===== src/rtl/sat_bin_pkg.sv =====
// rtl/sat_bin_pkg.sv - sat_bin_loader sizing constants, FSM states and helpers
package sat_bin_pkg;

  localparam int NUM_CLAUSES      = 8;
  localparam int NUM_VARS         = 8;
  localparam int NUM_LVLS         = 8;
  localparam int WIDTH_BIN_ID     = 10;
  localparam int WIDTH_LVL        = 16;
  localparam int WIDTH_VAR_STATES = 19;
  localparam int WIDTH_LVL_STATES = 11;

  // Row counters need at least one bit even for a single-row bin.
  function automatic int row_aw(input int n);
    return (n > 1) ? $clog2(n) : 1;
  endfunction

  localparam int CL_AW    = row_aw(NUM_CLAUSES);
  localparam int CLAUSE_W = NUM_VARS * 2;
  localparam int VS_W     = WIDTH_VAR_STATES * NUM_VARS;
  localparam int LS_W     = WIDTH_LVL_STATES * NUM_LVLS;
  localparam int CMEM_AW  = WIDTH_BIN_ID + CL_AW;

  typedef enum logic [2:0] {
    IDLE,
    LD_C,
    LD_S,
    START,
    RUN,
    WB_C,
    WB_S,
    DONE
  } state_e;

endpackage


===== src/rtl/bin_row_seq.sv =====
// rtl/bin_row_seq.sv - clause row counter with one-hot row decode
module bin_row_seq #(
  parameter int NUM_ROWS = 8,
  parameter int AW       = 3
) (
  input  logic                clk,
  input  logic                rst,
  input  logic                start_i,
  input  logic                adv_i,
  output logic [AW-1:0]       row_o,
  output logic [NUM_ROWS-1:0] onehot_o,
  output logic                last_o,
  output logic                busy_o
);

  logic [AW-1:0] row_q, row_d;
  logic          busy_q, busy_d;

  // Next row: start restarts at row 0, advancing stops exactly at the last row.
  always_comb begin
    row_d  = row_q;
    busy_d = busy_q;
    if (start_i) begin
      row_d  = '0;
      busy_d = 1'b1;
    end else if (busy_q && adv_i) begin
      if (last_o) begin
        busy_d = 1'b0;
      end else begin
        row_d = row_q + AW'(1);
      end
    end
  end

  // Counter state.
  always_ff @(posedge clk) begin
    if (rst) begin
      row_q  <= '0;
      busy_q <= 1'b0;
    end else begin
      row_q  <= row_d;
      busy_q <= busy_d;
    end
  end

  // One-hot strobe for the current row.
  always_comb begin
    onehot_o = '0;
    for (int i = 0; i < NUM_ROWS; i++) begin
      onehot_o[i] = (row_q == AW'(i));
    end
  end

  assign row_o  = row_q;
  assign last_o = (row_q == AW'(NUM_ROWS - 1));
  assign busy_o = busy_q;

endmodule


===== src/rtl/sat_bin_loader.sv =====
// rtl/sat_bin_loader.sv - swaps one bin into sat_engine and back; SAT_BIN_LOADER_CYCLE_CNT_EN adds run_cycles_o
module sat_bin_loader
  import sat_bin_pkg::*;
(
  input  logic                    clk,
  input  logic                    rst,
  input  logic                    start_i,
  input  logic [WIDTH_BIN_ID-1:0] bin_id_i,
  input  logic [WIDTH_LVL-1:0]    load_lvl_i,
  input  logic [WIDTH_LVL-1:0]    base_lvl_i,
  output logic                    done_o,
  output logic                    sat_o,
  output logic                    unsat_o,
  output logic [WIDTH_LVL-1:0]    cur_lvl_o,
  output logic [WIDTH_LVL-1:0]    bkt_lvl_o,
  output logic [WIDTH_BIN_ID-1:0] bkt_bin_o,
  output logic                    cmem_rd_o,
  output logic                    cmem_wr_o,
  output logic [CMEM_AW-1:0]      cmem_addr_o,
  output logic [CLAUSE_W-1:0]     cmem_wdata_o,
  input  logic [CLAUSE_W-1:0]     cmem_rdata_i,
  output logic                    smem_rd_o,
  output logic                    smem_wr_o,
  output logic [WIDTH_BIN_ID-1:0] smem_addr_o,
  output logic [VS_W-1:0]         smem_vs_wdata_o,
  input  logic [VS_W-1:0]         smem_vs_rdata_i,
  output logic [LS_W-1:0]         smem_ls_wdata_o,
  input  logic [LS_W-1:0]         smem_ls_rdata_i,
  output logic                    start_core_o,
  output logic [WIDTH_LVL-1:0]    cur_bin_num_o,
  output logic [WIDTH_LVL-1:0]    load_lvl_o,
  input  logic                    done_core_i,
  input  logic                    sat_i,
  input  logic                    unsat_i,
  input  logic [WIDTH_LVL-1:0]    cur_lvl_i,
  input  logic [WIDTH_LVL-1:0]    bkt_lvl_i,
  input  logic [WIDTH_BIN_ID-1:0] bkt_bin_i,
  output logic [NUM_CLAUSES-1:0]  wr_carray_o,
  output logic [NUM_CLAUSES-1:0]  rd_carray_o,
  output logic [CLAUSE_W-1:0]     clause_o,
  input  logic [CLAUSE_W-1:0]     clause_i,
  output logic [NUM_VARS-1:0]     wr_var_states_o,
  output logic [VS_W-1:0]         vars_states_o,
  input  logic [VS_W-1:0]         vars_states_i,
  output logic [NUM_LVLS-1:0]     wr_lvl_states_o,
  output logic [LS_W-1:0]         lvl_states_o,
  input  logic [LS_W-1:0]         lvl_states_i,
  output logic                    base_lvl_en_o,
  output logic [WIDTH_LVL-1:0]    base_lvl_o
`ifdef SAT_BIN_LOADER_CYCLE_CNT_EN
  ,
  output logic [31:0]             run_cycles_o
`endif
);

  state_e                  state_q;
  logic [WIDTH_BIN_ID-1:0] bin_q;
  logic [WIDTH_LVL-1:0]    load_lvl_q;
  logic [WIDTH_LVL-1:0]    base_lvl_q;
  logic                    cmem_rd_q;
  logic                    cmem_wr_q;
  logic [NUM_CLAUSES-1:0]  wr_carray_q;
  logic                    smem_rd_q;
  logic                    smem_wr_q;
  logic                    wr_st_q;
  logic                    base_en_q;
  logic                    start_core_q;
  logic                    done_q;
  logic                    ph_q;
  logic                    sat_q;
  logic                    unsat_q;
  logic [WIDTH_LVL-1:0]    cur_lvl_q;
  logic [WIDTH_LVL-1:0]    bkt_lvl_q;
  logic [WIDTH_BIN_ID-1:0] bkt_bin_q;

  logic                    seq_start;
  logic                    seq_adv;
  logic [CL_AW-1:0]        seq_row;
  logic [NUM_CLAUSES-1:0]  seq_onehot;
  logic                    seq_last;
  logic                    seq_busy;

  // One counter walks the rows for both the load and the write-back pass.
  assign seq_start = ((state_q == IDLE) && start_i) || ((state_q == RUN) && done_core_i);
  assign seq_adv   = ((state_q == LD_C) && cmem_rd_q) || (state_q == WB_C);

  bin_row_seq #(
    .NUM_ROWS (NUM_CLAUSES),
    .AW       (CL_AW)
  ) u_row_seq (
    .clk      (clk),
    .rst      (rst),
    .start_i  (seq_start),
    .adv_i    (seq_adv),
    .row_o    (seq_row),
    .onehot_o (seq_onehot),
    .last_o   (seq_last),
    .busy_o   (seq_busy)
  );

  // Bin swap sequencer; every strobe is a register set one cycle ahead of use.
  always_ff @(posedge clk) begin
    if (rst) begin
      state_q      <= IDLE;
      bin_q        <= '0;
      load_lvl_q   <= '0;
      base_lvl_q   <= '0;
      cmem_rd_q    <= 1'b0;
      cmem_wr_q    <= 1'b0;
      wr_carray_q  <= '0;
      smem_rd_q    <= 1'b0;
      smem_wr_q    <= 1'b0;
      wr_st_q      <= 1'b0;
      base_en_q    <= 1'b0;
      start_core_q <= 1'b0;
      done_q       <= 1'b0;
      ph_q         <= 1'b0;
      sat_q        <= 1'b0;
      unsat_q      <= 1'b0;
      cur_lvl_q    <= '0;
      bkt_lvl_q    <= '0;
      bkt_bin_q    <= '0;
    end else begin
      case (state_q)
        IDLE: begin
          if (start_i) begin
            bin_q      <= bin_id_i;
            load_lvl_q <= load_lvl_i;
            base_lvl_q <= base_lvl_i;
            sat_q      <= 1'b0;
            unsat_q    <= 1'b0;
            cur_lvl_q  <= '0;
            bkt_lvl_q  <= '0;
            bkt_bin_q  <= '0;
            cmem_rd_q  <= 1'b1;
            state_q    <= LD_C;
          end
        end
        LD_C: begin
          // The engine row write trails the memory read by the read latency.
          wr_carray_q <= cmem_rd_q ? seq_onehot : '0;
          if (cmem_rd_q && seq_busy && seq_last) begin
            cmem_rd_q <= 1'b0;
          end
          if (!cmem_rd_q) begin
            smem_rd_q <= 1'b1;
            ph_q      <= 1'b0;
            state_q   <= LD_S;
          end
        end
        LD_S: begin
          if (!ph_q) begin
            smem_rd_q <= 1'b0;
            wr_st_q   <= 1'b1;
            base_en_q <= 1'b1;
            ph_q      <= 1'b1;
          end else begin
            wr_st_q      <= 1'b0;
            base_en_q    <= 1'b0;
            start_core_q <= 1'b1;
            state_q      <= START;
          end
        end
        START: begin
          start_core_q <= 1'b0;
          state_q      <= RUN;
        end
        RUN: begin
          if (done_core_i) begin
            sat_q     <= sat_i;
            unsat_q   <= unsat_i;
            cur_lvl_q <= cur_lvl_i;
            bkt_lvl_q <= bkt_lvl_i;
            bkt_bin_q <= bkt_bin_i;
            cmem_wr_q <= 1'b1;
            state_q   <= WB_C;
          end
        end
        WB_C: begin
          if (seq_busy && seq_last) begin
            cmem_wr_q <= 1'b0;
            smem_wr_q <= 1'b1;
            state_q   <= WB_S;
          end
        end
        WB_S: begin
          smem_wr_q <= 1'b0;
          done_q    <= 1'b1;
          state_q   <= DONE;
        end
        DONE: begin
          done_q  <= 1'b0;
          state_q <= IDLE;
        end
        default: begin
          state_q <= IDLE;
        end
      endcase
    end
  end

`ifdef SAT_BIN_LOADER_CYCLE_CNT_EN
  logic [31:0] run_cnt_q;

  // Engine busy time for the current bin, saturating rather than wrapping.
  always_ff @(posedge clk) begin
    if (rst) begin
      run_cnt_q <= '0;
    end else if (state_q == START) begin
      run_cnt_q <= '0;
    end else if ((state_q == RUN) && (run_cnt_q != 32'hFFFF_FFFF)) begin
      run_cnt_q <= run_cnt_q + 32'd1;
    end
  end

  assign run_cycles_o = run_cnt_q;
`else
  // No engine cycle counter in this build.
`endif

  assign done_o          = done_q;
  assign sat_o           = sat_q;
  assign unsat_o         = unsat_q;
  assign cur_lvl_o       = cur_lvl_q;
  assign bkt_lvl_o       = bkt_lvl_q;
  assign bkt_bin_o       = bkt_bin_q;
  assign cmem_rd_o       = cmem_rd_q;
  assign cmem_wr_o       = cmem_wr_q;
  assign cmem_addr_o     = {bin_q, seq_row};
  assign cmem_wdata_o    = clause_i;
  assign smem_rd_o       = smem_rd_q;
  assign smem_wr_o       = smem_wr_q;
  assign smem_addr_o     = bin_q;
  assign smem_vs_wdata_o = vars_states_i;
  assign smem_ls_wdata_o = lvl_states_i;
  assign start_core_o    = start_core_q;
  assign cur_bin_num_o   = WIDTH_LVL'(bin_q);
  assign load_lvl_o      = load_lvl_q;
  assign wr_carray_o     = wr_carray_q;
  assign rd_carray_o     = cmem_wr_q ? seq_onehot : '0;
  assign clause_o        = cmem_rdata_i;
  assign wr_var_states_o = {NUM_VARS{wr_st_q}};
  assign vars_states_o   = smem_vs_rdata_i;
  assign wr_lvl_states_o = {NUM_LVLS{wr_st_q}};
  assign lvl_states_o    = smem_ls_rdata_i;
  assign base_lvl_en_o   = base_en_q;
  assign base_lvl_o      = base_lvl_q;

endmodule


===== config.mk =====
export PLATFORM = sky130hd
export DESIGN_NAME = sat_bin_loader
export DESIGN_NICKNAME = d
export VERILOG_FILES = /design/src/rtl/sat_bin_pkg.sv /design/src/rtl/bin_row_seq.sv /design/src/rtl/sat_bin_loader.sv
export SDC_FILE = /design/constraint.sdc
export NUM_CORES = 1
export LEC_CHECK = 0
export CAP_MARGIN = 20
export CORE_AREA = 2 2 499 501
export CTS_CLUSTER_SIZE = 14
export DETAILED_ROUTE_END_ITERATION = 10
export DIE_AREA = 0 0 501 503
export HOLD_SLACK_MARGIN = 0.03
export PLACE_DENSITY = 0.3
export SLEW_MARGIN = 5
export SYNTH_ARGS = -nofsm -noshare
export SYNTH_HDL_FRONTEND = slang
export SYNTH_SLANG_ARGS = --single-unit
export TNS_END_PERCENT = 30

===== constraint.sdc =====
create_clock -name clk -period 1.7 [get_ports clk]
set_clock_uncertainty 0.1 [all_clocks]
set_input_delay 0.17 -clock clk [delete_from_list [all_inputs] [get_ports clk]]
set_output_delay 0.17 -clock clk [all_outputs]
set_load 0.1 [all_outputs]

==> flow_summary.yaml <==
grt:
  grt_pass1_vias: 5426
  grt_max_degree: 61
  track_usage: 0.0610
  grt-ovfl-total: 0
  grt_pass1_wl_um: 91200
  grt_antenna_before_repair: 8
power:
  p_sw_frac: 0.511
  combPwrFrac: 0.575
  sequentialPowerShare: 0.235
  p_leak_nw: 3.45
  power.share.clock: 0.190
  powerDensity_mw_per_mm2: 1060
  vdd_drop_max_v: 0.000467
  p_switching_mw: 7.05
  p_int_mw: 6.74
synthesis:
  yosys.area.top_type: "buf_4"
  async_flop_share: 0
  yosys-top-cells-area: "buf_4 50%, dfxtp_1 26%, nand2_1 5.8%"
  synth_cell_types: 36
  synth_ff_type: "dfxtp_1"
  syn_area_sq_mm: 0.00826
  postSynthAreaPerCell_sq_um: 7.92
  synth_edf_count: 0
  yosysMostFrequentCell: "buf_4"
  synth_top_area_share: 0.504
  ys_seq_area_frac: 0.264
  synth-seq-cells: 109
  netlist_instances: 1043
  ys_warn_count: 0
  ys_top_cells_by_count: "555 x buf_4, 128 x nand2_1, 109 x dfxtp_1"
die:
  start_util: 0.0334
  die-area_sq_mm: 0.252
  rows: 183
  io_pins: 1268
  core_area_sq_mm: 0.247
  die_h_um: 503
  die_w_um: 501
clock_network:
  ctsHoldBuffers: 0
  cts_buffers: 9
  cts_root_buf: "clkbuf_16"
  cts_sinks: 109
  cts.path.max_buffers: 2
  cts_htree_levels: 3
  path_clk_slew_ps: 110
  tritoncts: "yes"
  clk_latency_ps: 460
setup_path:
  critical_path.startpoint: "u_row_seq.row_o[1]$_SDFFE_PP0P_"
  critPathRequiredTime_ps: 1430
  crit_arrival_ps: 1560
  rr_startpoint: "u_row_seq.row_o[1]$_SDFFE_PP0P_"
  critPathKind: "reg2out"
  critPathMaxFanout: 2
  start_kind: "flip-flop"
  endpoint_kind: "output pin"
placed_design:
  placed_cells: 3973
  portBuffers: 237
  place_hpwl_um: 71400
  dp_slack_ps: -658
  placed_area_sq_mm: 0.0124
  gp_congestion: 0.642
drt:
  via_per_inst: 1.35
  wl_per_cell_um: 20.1
  vias: 5404
  drc_errors: 0
  dr.pass1.iters: 4
  drt_wl_total_um: 80300
  drt-initial-drc-count: 277
  ant_nets: 0
outcome:
  status: "complete, but fails checks"
  violations: "setup timing"
hold_path:
  hold_class: "in2reg"
  hold_start: "bin_id_i[7]"
cells_and_area:
  area_growth_syn_to_layout_pct: 56.7
  final_cells: 4002
  drive_above_1_share: 0.338
  finalInstanceArea_sq_mm: 0.0129
  fin_util: 0.0524
  fin_nets: 1364
timing:
  layout_min_cycle_time_ps: 1830
  relSlewSlack: 0.580
  max_freq_mhz: 547
  hold_viol_final: 0
  fin_crit_sh: 1.08
  rsz0062_at_grt: "true"
  final.setup.worst_slack_ps: -129
  drv_slew: 0
  setup_viol: 9
  tightestPinTransition_ps: 628
job:
  maxCapViolations: 0
[final timing paths]
| kind | end | slack (ps) | depth (start not counted) |
|---|---|---|---|
| setup / recovery | rd_carray_o[7] | -130 | 5 |
| hold / removal | smem_addr_o[7]$_SDFFE_PP0P_ | 140 | 3 |
| setup reg to reg | state_q[0]$_SDFFE_PP0P_ | -80 | 7 |
| hold reg to reg | cur_lvl_o[1]$_SDFFE_PP0P_ | 390 | 2 |
[state kept, by name, indices dropped and copies added (netlist names), 3 cells and up]
register         count
bkt_lvl_o           16
state_q              3
wr_carray_o          8
smem_addr_o         10
load_lvl_o          16
cur_lvl_o           16
u_row_seq.row_o      3
base_lvl_o          16
bkt_bin_o           10
[critical path: stages, from the launching register on]
cell,delay [ps]
dfxtp_4,370
ha_4,170
ha_4,160
buf_6,110
and2_4,150
buf_12,160
[power by group through the flow]
stage / Clock (mW) / Sequential (mW) / Combinational [mW]
after detailed placement: 0 / 3.31 / 8.06
after global routing: 2.95 / 3.29 / 8.32
after CTS: 2.93 / 3.26 / 8.09
final: 2.61 / 3.24 / 7.93
after global placement: 0 / 3.30 / 8.07
after floorplan: 0 / 4.75 / 8.71
[final cells by class]
cell class	instances	area, sq um
Fill cell	28957	234000
Timing Repair Buffer	289	4430
Tap cell	3237	4050
Sequential cell	109	2200
Multi-Input combinational cell	340	1890
Clock buffer	10	250
Clock inverter	6	72.6
Inverter	7	38.8
Antenna cell	4	10.0
[layout by cell type (no fill, tap or decap), types with 3 or more instances in the layout]
| cell type | netlist | final |
|---|---|---|
| inv_8 | 0 | 3 |
| nor3_1 | 5 | 4 |
| and3_4 | 0 | 4 |
| nand2_1 | 128 | 127 |
| dfxtp_2 | 0 | 6 |
| conb_1 | 1 | 6 |
| clkbuf_16 | 0 | 10 |
| nand3_1 | 37 | 37 |
| buf_12 | 0 | 161 |
| buf_4 | 555 | 35 |
| inv_1 | 7 | 4 |
| and2_4 | 0 | 3 |
| buf_6 | 0 | 4 |
| diode_2 | 0 | 4 |
| a22o_1 | 14 | 14 |
| nor2_1 | 11 | 9 |
| a21oi_1 | 87 | 87 |
| clkdlybuf4s50_1 | 0 | 88 |
| a211oi_1 | 4 | 4 |
| nor2b_1 | 4 | 3 |
| dfxtp_4 | 0 | 4 |
| dfxtp_1 | 109 | 99 |
| o31ai_1 | 3 | 3 |
| nand4_1 | 3 | 3 |
| and2_2 | 0 | 3 |
| ha_4 | 0 | 5 |
[logic make-up after synthesis]
family / synth area share
buffers and inverters: 0.527
and+or+nand+nor: 0.112
AOI/OAI and AO/OA: 0.0832
DFF: 0.264
adders and majority gates: 0.00909
xor gates and xnor gates: 0.00212
muxes: 0.00242
other: 0.000454
[per-stage QoR]
stage	hold WS (ps)	TNS, ps	power, mW
floorplan	196	-3420	13.5
global placement	241	-25820	11.4
detailed placement	241	-25910	11.4
CTS	46.5	-1650	14.3
global route	103	-1970	14.6
finish	144	-700	13.8
[repair_timing]
item,in CTS,in global routing
hold endpoints to repair,0,0
setup endpoints to repair,50,59
buffers inserted,1,8
pin swaps,1,5
gates resized for setup,27,12
[metal layers]
layer | global-route usage | wire length, um | vias to the layer above | part of all wire
met5 | 0.00324 | 103 | - | 0.0013
met4 | 0.0681 | 9520 | 2 | 0.12
met3 | 0.0783 | 22600 | 389 | 0.28
met2 | 0.0932 | 35900 | 649 | 0.45
met1 | 0.0270 | 12300 | 2179 | 0.15
li1 | - | - | 2185 | -
Note: power is estimated with default switching activity, not from simulation.
